### src/rtl/ultrasound_pkg.sv
// Shared ultrasound definitions.
// Holds the transmit/receive sequencing state encodings and a width helper used to size
// delay and counter fields. The receive-side modules use the same encodings.
package ultrasound_pkg;

  // Sequencer states; the values are visible on debug_state.
  typedef enum logic [1:0] {
    StIdle = 2'd0,
    StArm  = 2'd1,
    StFire = 2'd2,
    StDone = 2'd3
  } bf_state_e;

  // clog2 that never returns 0, so a field sized by it is always at least one bit wide.
  function automatic int unsigned clog2_min1(input int unsigned v);
    return (v > 1) ? $clog2(v) : 1;
  endfunction

endpackage

### src/rtl/tx_channel_pulser.sv
// Per-channel bipolar burst generator.
// Ports:
//   clk, reset  rising-edge clock, synchronous active-high reset
//   fire        high when the next cycle belongs to the FIRE window
//   t           tick count the next cycle will carry
//   dly         snapshot delay of this channel
//   tx_p, tx_n  pulser drives; never both high
// fire and t describe the upcoming cycle, so the burst registers are already loaded in the
// cycle where t equals dly. A channel with zero delay therefore drives in the t = 0 cycle.
module tx_channel_pulser
  import ultrasound_pkg::*;
#(
  parameter int unsigned T_W      = 10,
  parameter int unsigned DLY_W    = 8,
  parameter int unsigned HALF_PER = 4,
  parameter int unsigned N_CYC    = 2
) (
  input  logic             clk,
  input  logic             reset,
  input  logic             fire,
  input  logic [T_W-1:0]   t,
  input  logic [DLY_W-1:0] dly,
  output logic             tx_p,
  output logic             tx_n
);

  localparam int unsigned HW = clog2_min1(HALF_PER);
  localparam int unsigned IW = clog2_min1(2 * N_CYC);

  logic          active_q, active_d;
  logic [HW-1:0] half_q, half_d;  // cycle within the current half-period
  logic [IW-1:0] idx_q, idx_d;    // half-period index within the burst; bit 0 is polarity

  always_comb begin
    active_d = active_q;
    half_d   = half_q;
    idx_d    = idx_q;
    if (!fire) begin
      active_d = 1'b0;
      half_d   = '0;
      idx_d    = '0;
    end else if (!active_q) begin
      half_d = '0;
      idx_d  = '0;
      if (t == T_W'(dly)) active_d = 1'b1;
    end else if (half_q == HW'(HALF_PER - 1)) begin
      half_d = '0;
      if (idx_q == IW'(2 * N_CYC - 1)) begin
        active_d = 1'b0;
        idx_d    = '0;
      end else begin
        idx_d = idx_q + IW'(1);
      end
    end else begin
      half_d = half_q + HW'(1);
    end
  end

  always_ff @(posedge clk) begin
    if (reset) begin
      active_q <= 1'b0;
      half_q   <= '0;
      idx_q    <= '0;
    end else begin
      active_q <= active_d;
      half_q   <= half_d;
      idx_q    <= idx_d;
    end
  end

  // Both drives decode from flops only, and the polarity bit keeps them exclusive.
  assign tx_p = active_q & ~idx_q[0];
  assign tx_n = active_q & idx_q[0];

endmodule

### src/rtl/tx_beam_fire.sv
// Focused transmit burst sequencer.
// Ports:
//   clk, reset    rising-edge clock, synchronous active-high reset
//   start         level input; a burst fires on its 0->1 edge while idle
//   dly_we/addr/data  delay-table write port (low DLY_W bits of dly_data are kept)
//   tx_p, tx_n    per-channel pulser drives
//   rx_trig       one-cycle pulse at t = 0 of FIRE
//   busy          high in ARM and FIRE
//   done          one-cycle pulse in DONE
//   debug_state   current sequencer state
module tx_beam_fire
  import ultrasound_pkg::*;
#(
  parameter int unsigned DW       = 16,
  parameter int unsigned N_CH     = 4,
  parameter int unsigned MAX_DLY  = 256,
  parameter int unsigned HALF_PER = 4,
  parameter int unsigned N_CYC    = 2
) (
  input  logic                          clk,
  input  logic                          reset,
  input  logic                          start,
  input  logic                          dly_we,
  input  logic [clog2_min1(N_CH)-1:0]   dly_addr,
  input  logic [DW-1:0]                 dly_data,
  output logic [N_CH-1:0]               tx_p,
  output logic [N_CH-1:0]               tx_n,
  output logic                          rx_trig,
  output logic                          busy,
  output logic                          done,
  output logic [1:0]                    debug_state
);

  localparam int unsigned DLY_W  = clog2_min1(MAX_DLY);
  localparam int unsigned BURST  = 2 * HALF_PER * N_CYC;
  localparam int unsigned T_LAST = MAX_DLY + BURST - 1;
  // One spare bit so t never wraps inside FIRE.
  localparam int unsigned T_W    = $clog2(MAX_DLY + BURST) + 1;

  bf_state_e        state_q, state_d;
  logic [T_W-1:0]   t_q, t_d;
  logic             start_q;
  logic             start_rise;
  logic             rx_trig_q;
  logic [DLY_W-1:0] dly_tab_q [N_CH];
  logic [DLY_W-1:0] snap_q    [N_CH];

  logic unused_dly_hi;
  assign unused_dly_hi = ^dly_data[DW-1:DLY_W];

  assign start_rise = start & ~start_q;

  always_comb begin
    state_d = state_q;
    t_d     = t_q;
    unique case (state_q)
      StIdle: if (start_rise) state_d = StArm;
      StArm: begin
        t_d     = '0;
        state_d = StFire;
      end
      StFire: begin
        t_d = t_q + T_W'(1);
        if (t_q == T_W'(T_LAST)) state_d = StDone;
      end
      StDone:  state_d = StIdle;
      default: state_d = StIdle;
    endcase
  end

  always_ff @(posedge clk) begin
    if (reset) begin
      state_q   <= StIdle;
      t_q       <= '0;
      start_q   <= 1'b0;
      rx_trig_q <= 1'b0;
      for (int i = 0; i < int'(N_CH); i++) begin
        dly_tab_q[i] <= '0;
        snap_q[i]    <= '0;
      end
    end else begin
      state_q   <= state_d;
      t_q       <= t_d;
      start_q   <= start;
      // ARM always leads into the t = 0 FIRE cycle.
      rx_trig_q <= (state_q == StArm);
      if (dly_we && (32'(dly_addr) < N_CH)) dly_tab_q[dly_addr] <= dly_data[DLY_W-1:0];
      // Snapshot takes the pre-write table, so a same-cycle write waits for the next burst.
      if ((state_q == StIdle) && start_rise) snap_q <= dly_tab_q;
    end
  end

  // Pulsers see the upcoming cycle so their registered outputs line up with t.
  for (genvar i = 0; i < int'(N_CH); i++) begin : g_ch
    tx_channel_pulser #(
      .T_W      (T_W),
      .DLY_W    (DLY_W),
      .HALF_PER (HALF_PER),
      .N_CYC    (N_CYC)
    ) u_pulser (
      .clk   (clk),
      .reset (reset),
      .fire  (state_d == StFire),
      .t     (t_d),
      .dly   (snap_q[i]),
      .tx_p  (tx_p[i]),
      .tx_n  (tx_n[i])
    );
  end

  assign rx_trig     = rx_trig_q;
  assign busy        = (state_q == StArm) || (state_q == StFire);
  assign done        = (state_q == StDone);
  assign debug_state = state_q;

endmodule

### config.mk
export PLATFORM = sky130hd
export DESIGN_NAME = tx_beam_fire
export DESIGN_NICKNAME = d
export VERILOG_FILES = /design/src/rtl/ultrasound_pkg.sv /design/src/rtl/tx_channel_pulser.sv /design/src/rtl/tx_beam_fire.sv
export SDC_FILE = /design/constraint.sdc
export NUM_CORES = 1
export LEC_CHECK = 0
export ABC_AREA = 1
export CAP_MARGIN = 10
export CELL_PAD_IN_SITES_DETAIL_PLACEMENT = 0
export CELL_PAD_IN_SITES_GLOBAL_PLACEMENT = 1
export CORE_MARGIN = 5
export CORE_UTILIZATION = 45
export CTS_CLUSTER_DIAMETER = 80
export DETAILED_ROUTE_END_ITERATION = 10
export DONT_BUFFER_PORTS = 1
export PLACE_DENSITY_LB_ADDON = 0.1
export SYNTH_ARGS = -nofsm -noshare
export SYNTH_HDL_FRONTEND = slang
export SYNTH_SLANG_ARGS = --single-unit
### constraint.sdc
create_clock -name clk -period 3.5 [get_ports clk]
set_input_delay 0.7 -clock clk [delete_from_list [all_inputs] [get_ports clk]]
set_output_delay 0.7 -clock clk [all_outputs]
set_load 0.05 [all_outputs]
==> results.py <==
metrics = {
    "outcome": {
        "status": "complete, no violations",
    },
    "synthesis": {
        "post_synth_main_area_contributors": "sky130_fd_sc_hd__dfxtp_1, sky130_fd_sc_hd__nand2_1, sky130_fd_sc_hd__nor2_1",
        "ys_seq_elements": 98,
        "synth_flop_cell": "sky130_fd_sc_hd__dfxtp_1",
        "synthesis.area_per_instance_sq_um": 7.35,
        "library_cell_with_the_largest_summed_area_after_synthesis": "sky130_fd_sc_hd__dfxtp_1",
        "synth_top_area_share_pct": 43.2,
        "synth_sequential_area_ratio_pct": 43.2,
        "synthMostInstantiatedCell": "sky130_fd_sc_hd__nand2_1",
        "async_flop_share_pct": 0,
        "synth_common_cells": "sky130_fd_sc_hd__nand2_1, sky130_fd_sc_hd__dfxtp_1, sky130_fd_sc_hd__nor2_1",
        "synthesized_area_sq_mm": 0.00454,
        "synth_enable_flop_cells": 0,
        "ys_types": 29,
        "synthesis.yosys.warnings": 0,
        "syn_inst": 617,
        "syn-num-nets": 653,
    },
    "timing": {
        "worst_clock_skew_ns": 0.0142,
        "slew_headroom_pct": 39.6,
        "period_needed_ns": 2.54,
        "setup_repair_after_global_routing_missed_its_margin": "no",
        "final_critical_path_setup_slack_ns": 0.955,
        "timing.hold.ws_ns": 0.401,
        "final.setup.tns_ns": 0,
        "final_max_slew_viol_count": 0,
        "timing.final.hold_violations": 0,
        "final_min_period_over_clock_period_pct": 72.7,
        "setup_failing_eps_final": 0,
        "max_freq_mhz": 393,
        "max_slew.worst_pin.slew_ns": 0.902,
    },
    "global_route": {
        "largest_net_degree_at_the_start_of_global_routing": 79,
        "via_count_of_the_first_global_routing_pass": 3430,
        "grt_overflow_total": 0,
        "grt_first_pass_wirelength_mm": 17.2,
        "grt_usage_pct": 17.0,
        "antenna_violations_before_repair": 0,
    },
    "clocking": {
        "cts-buffers-inserted": 9,
        "post_cts.repair.setup_buffers": 0,
        "post_cts.resized_instances": 0,
        "clk_pin_slew_worst_paths_ns": 0.10,
        "h-tree-depth": 3,
        "clock_tree.root_cell": "sky130_fd_sc_hd__clkbuf_8",
        "clock_sink_count": 98,
        "post_cts_hold_buffer_count": 0,
        "latest_clock_arrival_within_the_worst_skew_pair_ns": 0.35,
        "clockBufferDepth": 2,
        "cts_tree": "built",
    },
    "critical_path": {
        "worst-path-max-fanout": 21,
        "critical_path_class": "flop to flop",
        "timing.rr.start": "debug_state[0]",
        "r2r_slack_ns": 0.96,
        "worst_ep_required_time_ns": 3.79,
        "endpoint_of_the_lowest_slack_register_to_register_path": "g_ch[1].u_pulser.active_q",
        "timing.critical_path.to_type": "flop",
        "worstPathArrival_ns": 2.84,
        "cp-start-kind": "flop",
        "worst-r2r-cell-count": 13,
    },
    "die": {
        "die_area_sq_mm": 0.0122,
        "placeableCoreArea_sq_mm": 0.00982,
        "ios": 35,
        "floorplan.die.width_microns": 110,
        "row_count": 36,
        "floorplan.die.height_microns": 110,
        "starting_density_pct": 46.2,
    },
    "placement": {
        "dp_hpwl_mm": 7.42,
        "place.gp.congestion": 0.856,
        "io_buffers": 0,
        "place_ws_ns": 0.956,
        "numPlacedInstances": 724,
    },
    "route": {
        "route.met2.wl_mm": 4.46,
        "routed_via_density": 5.01,
        "detail_route.iter0.violations": 198,
        "drt-pass1-iter-count": 4,
        "ant_nets": 0,
        "wl_mm": 10.3,
        "avgRoutedWirePerCell_microns": 13.9,
        "met3WireLength_microns": 429,
        "top_layer_used": "met4",
        "vias": 3706,
        "route.detailed.drc": 0,
        "route.layer.met1.wl_mm": 5.18,
    },
    "finish": {
        "multi_input_gate_area_in_the_final_layout_sq_mm": 0.00216,
        "finalNonFillerCells": 739,
        "proportion_of_layout_cells_with_a_drive_suffix_above_1_pct": 6.93,
        "register_area_sq_mm": 0.00196,
        "fillCellCount": 1037,
        "final_net_count": 638,
        "syn2layout_area_growth_pct": 5.10,
        "antenna_cells": 0,
    },
    "power": {
        "ir_worst_vdd_mv": 0.185,
        "p_leak_nw": 1.97,
        "power.density_cell_area_mw_per_mm2": 490,
    },
    "hold_path": {
        "hold_depth": 1,
        "min_from": "reset",
        "holdPathEnd": "debug_state[0]",
        "holdCritPathClass": "input port to flop",
    },
    "run": {
        "cap_viol_max_count": 0,
    },
}
## critical path, cell delays in order, from the launching register on
cell	delay (ns)
sky130_fd_sc_hd__dfxtp_1	0.32
sky130_fd_sc_hd__buf_4	0.21
sky130_fd_sc_hd__inv_1	0.12
sky130_fd_sc_hd__ha_1	0.45
sky130_fd_sc_hd__nand2_1	0.12
sky130_fd_sc_hd__buf_4	0.26
sky130_fd_sc_hd__inv_1	0.06
sky130_fd_sc_hd__nor2_1	0.28
sky130_fd_sc_hd__nand2_2	0.14
sky130_fd_sc_hd__xor2_1	0.15
sky130_fd_sc_hd__nand2_1	0.08
sky130_fd_sc_hd__nor2_1	0.08
sky130_fd_sc_hd__nand3_1	0.11
sky130_fd_sc_hd__nand2_1	0.08
## placed cells by master, fill, tap and decap left out
master / Yosys / final
sky130_fd_sc_hd__nand2_1: 148 / 147
sky130_fd_sc_hd__dfxtp_1: 98 / 98
sky130_fd_sc_hd__nor2_1: 78 / 78
sky130_fd_sc_hd__inv_1: 64 / 64
sky130_fd_sc_hd__a21oi_1: 43 / 43
sky130_fd_sc_hd__nand3_1: 37 / 37
sky130_fd_sc_hd__a211oi_1: 29 / 29
sky130_fd_sc_hd__nand4_1: 28 / 28
sky130_fd_sc_hd__ha_1: 14 / 14
sky130_fd_sc_hd__clkbuf_8: 0 / 12
sky130_fd_sc_hd__nand3_2: 7 / 7
sky130_fd_sc_hd__nor3_1: 6 / 6
sky130_fd_sc_hd__nand2_2: 5 / 6
sky130_fd_sc_hd__xor2_1: 6 / 6
sky130_fd_sc_hd__buf_4: 10 / 5
sky130_fd_sc_hd__o21ai_2: 4 / 4
sky130_fd_sc_hd__xnor2_1: 4 / 4
sky130_fd_sc_hd__and3_1: 3 / 3
sky130_fd_sc_hd__inv_2: 2 / 2
sky130_fd_sc_hd__clkinv_1: 2 / 2
sky130_fd_sc_hd__nor2_2: 2 / 2
sky130_fd_sc_hd__clkinvlp_4: 0 / 2
sky130_fd_sc_hd__o21ai_0: 1 / 1
sky130_fd_sc_hd__nor3_4: 1 / 1
sky130_fd_sc_hd__o211ai_1: 1 / 1
sky130_fd_sc_hd__mux2i_1: 1 / 1
sky130_fd_sc_hd__nor3b_1: 1 / 1
sky130_fd_sc_hd__nand3b_1: 1 / 1
sky130_fd_sc_hd__clkinv_4: 0 / 1
## state kept, by name, summed over array words and instances, names as in the netlist
register                count
snap_q                     32
g_ch.u_pulser.idx_q         8
g_ch.u_pulser.half_q        8
dly_tab_q                  32
rx_trig                     1
g_ch.u_pulser.active_q      4
start_q                     1
t_q                        10
debug_state                 2
## report_power, final
part	internal [W]	switching [W]	total [W]
Clock	0.000315	0.000384	0.000699
Combinational	0.000127	0.000302	0.000429
Sequential	0.00118	0.0000319	0.00121
## final cells by class
cell class	instances	area share [%]
Timing Repair Buffer	5	0.787
Inverter	68	5.35
Clock buffer	12	3.46
Tap cell	133	3.49
Sequential cell	98	41.1
Multi-Input combinational cell	420	45.3
Clock inverter	3	0.499
## how the worst max path moves through the flow
stage              startpoint                        end  slack (ns)  depth (start not counted)
6_report       debug_state[0]  g_ch[1].u_pulser.active_q        0.96                         13
3_5_place_dp   debug_state[0]  g_ch[1].u_pulser.active_q        0.96                         13
4_1_cts        debug_state[0]  g_ch[1].u_pulser.active_q        0.92                         13
2_1_floorplan  debug_state[0]  g_ch[1].u_pulser.active_q        0.92                         11
3_3_place_gp   debug_state[0]  g_ch[1].u_pulser.active_q        1.01                         13
5_1_grt        debug_state[0]  g_ch[1].u_pulser.active_q        0.73                         13
## layer usage
metal | vias to the layer above | track usage [%]
met5 | - | 0
met4 | 0 | 6.16
met3 | 15 | 3.12
met2 | 65 | 26.2
met1 | 1645 | 23.7
li1 | 1981 | -
## per-stage QoR
step           power [W]  utilization [%]  area, sq um
6_report         0.00234             48.6         4770
5_1_grt          0.00247             48.6         4770
4_1_cts          0.00237             48.6         4770
3_5_place_dp     0.00167             46.6         4580
3_3_place_gp     0.00166             46.6         4580
2_1_floorplan    0.00159                -         4540
## cell families after synthesis
group	Yosys count	share of synthesized area, %
buf+inv	99	9.24
mux	1	0.221
fa+ha+maj	14	3.86
compound gates	78	10.6
xor+xnor	10	1.93
simple gates	317	30.9
flops	98	43.2
Note: power is estimated with default switching activity, not from simulation.
